<file path="config.mk">
export PLATFORM = sky130hd
export DESIGN_NAME = complete_arbiter
export DESIGN_NICKNAME = d
export VERILOG_FILES = /design/src/rtl/complete_arbiter_pkg.sv /design/src/rtl/complete_arbiter_cmp_fifo.sv /design/src/rtl/complete_arbiter.sv
export SDC_FILE = /design/constraint.sdc
export NUM_CORES = 2
export LEC_CHECK = 0
export ABC_CLOCK_PERIOD_IN_PS = 2810
export CAP_MARGIN = 20
export CORE_AREA = 5 5 304 306
export CTS_CLUSTER_SIZE = 40
export DETAILED_ROUTE_END_ITERATION = 10
export DIE_AREA = 0 0 309 311
export PLACE_DENSITY = 0.74
export SYNTH_ARGS = -nofsm -noshare
export SYNTH_HDL_FRONTEND = slang
export SYNTH_SLANG_ARGS = --single-unit
</file>
<file path="constraint.sdc">
create_clock -name clk -period 2.81 [get_ports clk]
set_input_delay 0.4215 -clock clk [delete_from_list [all_inputs] [get_ports clk]]
set_output_delay 0.4215 -clock clk [all_outputs]
set_load 0.02 [all_outputs]
</file>
<file path="src/rtl/complete_arbiter_pkg.sv">
// Shared types and constants for the completion arbiter: completion entry layout,
// default sizing and tag widths.
package complete_arbiter_pkg;

  localparam int unsigned DEFAULT_DEPTH   = 8;
  localparam int unsigned DEFAULT_NUM_OUT = 2;
  localparam int unsigned NUM_LANES       = 3;
  localparam int unsigned XLEN            = 32;
  localparam int unsigned TAG_W           = 6;

  typedef struct packed {
    logic [XLEN-1:0]  pc;
    logic [XLEN-1:0]  result;
    logic [TAG_W-1:0] dest_reg;
    logic [TAG_W-1:0] rob_num;
  } cmp_entry_t;

endpackage

</file>
<file path="src/rtl/complete_arbiter_cmp_fifo.sv">
// Circular completion FIFO: up to 3 writes and 2 reads per edge, combinational
// peek of the two oldest entries.
module cmp_fifo
  import complete_arbiter_pkg::*;
#(
  parameter int unsigned DEPTH   = DEFAULT_DEPTH,
  parameter int unsigned NUM_OUT = DEFAULT_NUM_OUT
) (
  input  logic                                clk,
  input  logic                                rstn,
  input  logic                                flush,
  input  logic [1:0]                          wr_cnt,
  input  cmp_entry_t [NUM_LANES-1:0]          wr_data,
  input  logic [1:0]                          rd_cnt,
  output cmp_entry_t [NUM_OUT-1:0]            rd_data,
  output logic [$clog2(DEPTH):0]              count
);

  localparam int unsigned PTR_W = $clog2(DEPTH);
  localparam int unsigned CNT_W = PTR_W + 1;

  cmp_entry_t       mem_q [DEPTH];
  cmp_entry_t       mem_d [DEPTH];
  logic [PTR_W-1:0] wr_ptr_q, wr_ptr_d;
  logic [PTR_W-1:0] rd_ptr_q, rd_ptr_d;
  logic [CNT_W-1:0] count_q, count_d;

  always_comb begin
    mem_d    = mem_q;
    wr_ptr_d = wr_ptr_q + PTR_W'(wr_cnt);
    rd_ptr_d = rd_ptr_q + PTR_W'(rd_cnt);
    count_d  = count_q + CNT_W'(wr_cnt) - CNT_W'(rd_cnt);
    // Power-of-two DEPTH lets pointer overflow do the wrap.
    for (int unsigned i = 0; i < NUM_LANES; i++) begin
      if (i < 32'(wr_cnt)) mem_d[wr_ptr_q + PTR_W'(i)] = wr_data[i];
    end
    if (flush) begin
      wr_ptr_d = '0;
      rd_ptr_d = '0;
      count_d  = '0;
    end
  end

  always_comb begin
    for (int unsigned k = 0; k < NUM_OUT; k++) begin
      rd_data[k] = mem_q[rd_ptr_q + PTR_W'(k)];
    end
  end

  always_ff @(posedge clk or negedge rstn) begin
    if (!rstn) begin
      wr_ptr_q <= '0;
      rd_ptr_q <= '0;
      count_q  <= '0;
    end else begin
      wr_ptr_q <= wr_ptr_d;
      rd_ptr_q <= rd_ptr_d;
      count_q  <= count_d;
    end
  end

  always_ff @(posedge clk) begin
    mem_q <= mem_d;
  end

  assign count = count_q;

endmodule

</file>
<file path="src/rtl/complete_arbiter.sv">
// Three-lane to two-port completion arbiter: compacts valid lanes into a FIFO and
// broadcasts the two oldest per cycle. Optional COMPLETE_ARBITER_BYPASS_EN skips the FIFO when empty.
module complete_arbiter
  import complete_arbiter_pkg::*;
#(
  parameter int unsigned DEPTH   = DEFAULT_DEPTH,
  parameter int unsigned NUM_OUT = DEFAULT_NUM_OUT
) (
  input  logic             clk,
  input  logic             rstn,
  input  logic             valid_issue0_in,
  input  logic [XLEN-1:0]  PC_issue0_in,
  input  logic [XLEN-1:0]  aluOutput_issue0_in,
  input  logic [TAG_W-1:0] destReg_issue0_in,
  input  logic [TAG_W-1:0] ROBNum_issue0_in,
  input  logic             valid_issue1_in,
  input  logic [XLEN-1:0]  PC_issue1_in,
  input  logic [XLEN-1:0]  aluOutput_issue1_in,
  input  logic [TAG_W-1:0] destReg_issue1_in,
  input  logic [TAG_W-1:0] ROBNum_issue1_in,
  input  logic             valid_issue2_in,
  input  logic [XLEN-1:0]  PC_issue2_in,
  input  logic [XLEN-1:0]  aluOutput_issue2_in,
  input  logic [TAG_W-1:0] destReg_issue2_in,
  input  logic [TAG_W-1:0] ROBNum_issue2_in,
  input  logic             flush_in,
  output logic             stall_out,
  output logic             cmp0_valid_out,
  output logic [XLEN-1:0]  cmp0_PC_out,
  output logic [XLEN-1:0]  cmp0_result_out,
  output logic [TAG_W-1:0] cmp0_destReg_out,
  output logic [TAG_W-1:0] cmp0_ROBNum_out,
  output logic             cmp1_valid_out,
  output logic [XLEN-1:0]  cmp1_PC_out,
  output logic [XLEN-1:0]  cmp1_result_out,
  output logic [TAG_W-1:0] cmp1_destReg_out,
  output logic [TAG_W-1:0] cmp1_ROBNum_out
);

`ifdef COMPLETE_ARBITER_BYPASS_EN
  localparam bit BYPASS_EN = 1'b1;
`else
  localparam bit BYPASS_EN = 1'b0;
`endif

  cmp_entry_t [NUM_LANES-1:0] lane;
  logic       [NUM_LANES-1:0] lane_v;
  cmp_entry_t [NUM_LANES-1:0] pack;
  logic [1:0]                 n_valid, n_acc, byp, deq, wr_cnt;
  cmp_entry_t [NUM_LANES-1:0] wr_data;
  cmp_entry_t [NUM_OUT-1:0]   rd_data;
  logic [$clog2(DEPTH):0]     count;

  logic       [NUM_OUT-1:0]   cmp_valid_q, cmp_valid_d;
  cmp_entry_t [NUM_OUT-1:0]   cmp_data_q, cmp_data_d;

  assign lane[0] = '{pc: PC_issue0_in, result: aluOutput_issue0_in,
                     dest_reg: destReg_issue0_in, rob_num: ROBNum_issue0_in};
  assign lane[1] = '{pc: PC_issue1_in, result: aluOutput_issue1_in,
                     dest_reg: destReg_issue1_in, rob_num: ROBNum_issue1_in};
  assign lane[2] = '{pc: PC_issue2_in, result: aluOutput_issue2_in,
                     dest_reg: destReg_issue2_in, rob_num: ROBNum_issue2_in};
  assign lane_v  = {valid_issue2_in, valid_issue1_in, valid_issue0_in};

  assign stall_out = (32'(count) > DEPTH - 3);

  // Compaction: lowest valid lane lands in slot 0 (oldest).
  always_comb begin
    pack    = '0;
    n_valid = '0;
    for (int unsigned i = 0; i < NUM_LANES; i++) begin
      if (lane_v[i]) begin
        pack[n_valid] = lane[i];
        n_valid       = n_valid + 2'd1;
      end
    end
  end

  always_comb begin
    n_acc = (!stall_out && !flush_in) ? n_valid : 2'd0;
    byp   = '0;
    deq   = '0;
    if (!flush_in) begin
      if (BYPASS_EN && count == '0) byp = (32'(n_acc) > NUM_OUT) ? 2'(NUM_OUT) : n_acc;
      else                          deq = (32'(count) > NUM_OUT) ? 2'(NUM_OUT) : 2'(count);
    end
    wr_cnt = n_acc - byp;
    for (int unsigned j = 0; j < NUM_LANES; j++) begin
      wr_data[j] = (j + 32'(byp) < NUM_LANES) ? pack[2'(j + 32'(byp))] : '0;
    end

    cmp_valid_d = '0;
    cmp_data_d  = cmp_data_q;
    for (int unsigned k = 0; k < NUM_OUT; k++) begin
      if (k < 32'(byp)) begin
        cmp_valid_d[k] = 1'b1;
        cmp_data_d[k]  = pack[k];
      end else if (k < 32'(deq)) begin
        cmp_valid_d[k] = 1'b1;
        cmp_data_d[k]  = rd_data[k];
      end
    end
  end

  cmp_fifo #(.DEPTH(DEPTH), .NUM_OUT(NUM_OUT)) u_cmp_fifo (
    .clk     (clk),
    .rstn    (rstn),
    .flush   (flush_in),
    .wr_cnt  (wr_cnt),
    .wr_data (wr_data),
    .rd_cnt  (deq),
    .rd_data (rd_data),
    .count   (count)
  );

  always_ff @(posedge clk or negedge rstn) begin
    if (!rstn) begin
      cmp_valid_q <= '0;
      cmp_data_q  <= '0;
    end else begin
      cmp_valid_q <= cmp_valid_d;
      cmp_data_q  <= cmp_data_d;
    end
  end

  assign cmp0_valid_out   = cmp_valid_q[0];
  assign cmp0_PC_out      = cmp_data_q[0].pc;
  assign cmp0_result_out  = cmp_data_q[0].result;
  assign cmp0_destReg_out = cmp_data_q[0].dest_reg;
  assign cmp0_ROBNum_out  = cmp_data_q[0].rob_num;
  assign cmp1_valid_out   = cmp_valid_q[1];
  assign cmp1_PC_out      = cmp_data_q[1].pc;
  assign cmp1_result_out  = cmp_data_q[1].result;
  assign cmp1_destReg_out = cmp_data_q[1].dest_reg;
  assign cmp1_ROBNum_out  = cmp_data_q[1].rob_num;

endmodule

</file>
==> key figures <==
Placement
  – Placed wire-length estimate after detailed placement: around 130000 µm
  – Placement-stage worst setup slack: -0.3869 ns
  – Port Buffers: between 300 and 400
  – Final Wtd Congestion: a little over 0.9
  – Number of placed instances, taps included: between 6000 and 7000

Final layout
  – Sequential Area: ~0.016 mm²
  – Area growth, synth to finish: 23.92%
  – Filler cell count: 6860
  – Share of cells above drive strength 1: 17.96%
  – Final net count: 5606
  – End-of-flow core utilization: 66.23%
  – Combined area of the multi-input logic cells: between 0.02 and 0.03 mm²
  – Fin cells: roughly 6600
  – Inserted Diodes: 0

Timing
  – Fin crit period: ~2.7 ns
  – Final Hold Violating Endpoints: 0
  – Tightest hold margin: 0.3701 ns
  – Final setup violation count: 0
  – Relative slew slack: about a fifth
  – Measured slew at the worst slew-check pin: about 1.2 ns
  – Fin crit share: 96.06%
  – Post-Route Skew: approximately 0.040 ns
  – Highest Clock Rate: between 0.3 and 0.4 GHz
  – Post-route setup slack: 0.1107 ns
  – Unrepaired setup endpoints after global routing: no
  – Number of pins with negative max-slew slack in the final report: 0

Synth
  – Synth Area per Inst: 9.390 µm²
  – Synthesized netlist net count: 5335
  – Synth area leaders: sky130_fd_sc_hd__dfxtp_1 (25%), sky130_fd_sc_hd__mux4_2 (14%), sky130_fd_sc_hd__dfrtp_1 (8.6%), sky130_fd_sc_hd__o2bb2ai_1 (7.0%), sky130_fd_sc_hd__o21ai_0 (6.4%)
  – Compound-gate portion of the synthesized area: 35.67%
  – Dominant cell type by area after synthesis: sky130_fd_sc_hd__dfxtp_1
  – Cell with the most instances after synthesis: sky130_fd_sc_hd__o21ai_0
  – Synthesis Warnings: 0
  – Flip-flop and latch count after synthesis: between 700 and 800
  – EDFF count, synth: 0
  – Arithmetic-cell share of the synthesized area counting full adders, half adders and majority gates: less than 1%
  – Area share of the largest cell type after synthesis: roughly a quarter
  – Synth cell count leaders: sky130_fd_sc_hd__o21ai_0 (609), sky130_fd_sc_hd__dfxtp_1 (608), sky130_fd_sc_hd__a21oi_1 (538)
  – Flip-flop cell with the highest count after synthesis: sky130_fd_sc_hd__dfxtp_1
  – Count of distinct cell types in the synthesized netlist: between 50 and 60
  – Post-synthesis cell area: approximately 0.048 mm²
  – Multiplexer area fraction after synthesis: 17.53%
  – Simple-gate portion of the synthesized area: between 5 and 6%
  – Main combinational cell family by area after synthesis: compound AO/OA/AOI/OAI gates
  – Synthesized-area fraction occupied by xor and xnor cells: less than 1%
  – Synth async-reset ratio: a little over a fifth
  – Post-synthesis sequential area ratio: 34.09%
  – Gate count after technology mapping: between 5000 and 6000

Worst setup path
  – CP Launch Type: flop
  – Largest fanout of any net on the critical path: 153
  – Cell with the largest stage delay on the worst path: sky130_fd_sc_hd__buf_12
  – Cell Chain, Critical Path: buf_12, mux4_2, mux2i_1, a21oi_1
  – Type of destination of the critical path: flop
  – Data required time of the critical path: about 3.3 ns
  – Worst path arrival time: around 3.2 ns
  – Worst Setup Path Type: reg2reg
  – Largest stage delay on the critical path: between 0.8 and 0.9 ns

GRT
  – Largest net degree at the start of global routing: roughly 150
  – Global routing usage summed across all routing layers: a little over two fifths
  – GRT overflow: 0
  – Via count of the first global-routing pass: about 52000
  – Global-route wire length before repair: 323100 µm
  – Initial antenna violation count: 1

Power and ir drop
  – Leak: about 20 nW
  – Power density of the placed cells: around 1000 mW/mm²
  – IR drop worst, VDD: 0.0006282 V

Clocking
  – TritonCTS clock tree: yes
  – Post-CTS setup repair buffer count: 0
  – Number of clock buffers inserted by TritonCTS: 86
  – H-tree levels: 3
  – Skew-Pair Late Insertion Delay: between 0.6 and 0.7 ns
  – Clock root cell: sky130_fd_sc_hd__clkbuf_16
  – CTS Buffer Depth: 3
  – Total number of clock tree sinks: between 700 and 800
  – Post-CTS clock slew at the launch and capture registers of the worst setup and hold paths: 0.07 ns

Detailed routing
  – Final routed DRC violation total: 0
  – Number of optimization iterations in the first detailed-route pass: 9
  – Via count of the routed design: 53030
  – Vias per Instance: between 8 and 9
  – Number of nets with antenna violations after detailed routing: 0
  – Iter 0 DRT Violations: 10290
  – Total wire length after detailed routing: around 220000 µm
  – Wirelength per Cell: 33.37 µm

Hold path
  – Class of the tightest hold or removal check: in2async

Run
  – Number of maximum-capacitance violations: 0

Die
  – Area enclosed by the die boundary: roughly 0.096 mm²
  – Standard cell core area: 0.08932 mm²
  – I/O pins: approximately 390
  – Row count: between 100 and 150
  – Height of the die: ~310 µm
  – Initial core utilization: between 50% and 60%
  – X dimension of the die: a little over 300 µm

Run status
  – Result of the run: finished clean
[per-layer routing]
metal / routed length [µm] / share of wire, % / global-route usage (%) / up-vias
met5: 8 / 0.0036 / 0 / -
met4: 20370 / 9.2 / 30.14 / 2
met3: 35750 / 16 / 14.00 / 1711
met2: 91170 / 41 / 62.62 / 5750
met1: 73100 / 33 / 54.52 / 24690
li1: - / - / - / 20880
[final cells by class]
class | count | share of cell area (%)
Sequential cell | 772 | 27.53
Inverter | 12 | 0.07614
Clock buffer | 134 | 4.439
Timing Repair Buffer | 829 | 16.15
Clock inverter | 27 | 0.6197
Multi-Input combinational cell | 3654 | 48.69
Tap cell | 1176 | 2.487
[sequential cells by signal, summed over array words and instances, names as in the netlist]
signal / cells
cmp_valid_q: 2
cmp1_destReg_out: 6
u_cmp_fifo.mem_q: 608
cmp1_result_out: 32
cmp1_PC_out: 32
cmp1_ROBNum_out: 6
cmp0_ROBNum_out: 6
cmp0_result_out: 32
cmp0_destReg_out: 6
u_cmp_fifo.wr_ptr_q: 3
cmp0_PC_out: 32
u_cmp_fifo.count: 4
u_cmp_fifo.rd_ptr_q: 3
[through the flow]
step           cell area [µm²]  setup TNS [ns]  total power, W
2_1_floorplan            47740               0         0.03784
3_3_place_gp             56160         -123.04         0.04746
3_5_place_dp             56160         -134.35         0.04843
4_1_cts                  59160               0         0.06059
5_1_grt                  59160               0         0.06406
6_report                 59160               0         0.06182
[path summary, 6_finish.rpt]
path	slack (ns)	cells past startpoint	startpoint	to
setup reg to reg	0.11	4	u_cmp_fifo.rd_ptr_q[1]	cmp0_ROBNum_out[0]
hold reg to reg	0.53	2	cmp0_PC_out[30]	cmp0_PC_out[30]
min in group clk	0.53	2	cmp0_PC_out[30]	cmp0_PC_out[30]
setup / recovery	0.11	4	u_cmp_fifo.rd_ptr_q[1]	cmp0_ROBNum_out[0]
hold / removal	0.37	2	rstn	cmp1_result_out[20]
max in group asynchronous	1.76	3	rstn	cmp1_PC_out[22]
[report_power, final]
part	total, W	leakage, nW	internal, W	switching, W
registers	0.0200	6.92	0.0162	0.00377
logic	0.0296	11.4	0.0145	0.0151
clock network	0.0122	1.47	0.00717	0.00502
[layout by cell type, fill, tap and decap left out, types with 161 or more instances in the layout]
master	n
sky130_fd_sc_hd__dfrtp_1	161
sky130_fd_sc_hd__buf_12	189
sky130_fd_sc_hd__buf_4	252
sky130_fd_sc_hd__clkdlybuf4s50_1	384
sky130_fd_sc_hd__dfxtp_1	608
sky130_fd_sc_hd__o211ai_1	385
sky130_fd_sc_hd__a211oi_1	217
sky130_fd_sc_hd__o21ai_0	609
sky130_fd_sc_hd__mux4_2	304
sky130_fd_sc_hd__a21oi_1	537
sky130_fd_sc_hd__nor3_1	217
sky130_fd_sc_hd__o22ai_1	250
sky130_fd_sc_hd__nor2_1	166
sky130_fd_sc_hd__o2bb2ai_1	384
[worst max-delay path: cells and delay by family, from the launching register on]
family / cells / cell delay (ns)
flip-flops: 1 / 0.44
AO/OA/AOI/OAI: 1 / 0.15
multiplexers: 2 / 0.98
buffers and inverters: 1 / 0.87
[cells by family (layout without fill, tap and decap cells)]
group | Yosys count | in the layout
AO/OA/AOI/OAI | 2603 | 2603
flip-flops | 772 | 772
buffers and inverters | 658 | 1002
AND/OR/NAND/NOR | 571 | 571
multiplexers | 456 | 456
adder cells (fa/ha/maj) | 17 | 17
XOR/XNOR | 7 | 7
[timing repair]
item	CTS	global route
endpoints found under the hold margin	56	0
endpoints found under the setup margin	1	0
resized for setup	1	0
hold buffers	1	0
No activity file was read; power rests on OpenSTA's default activity.
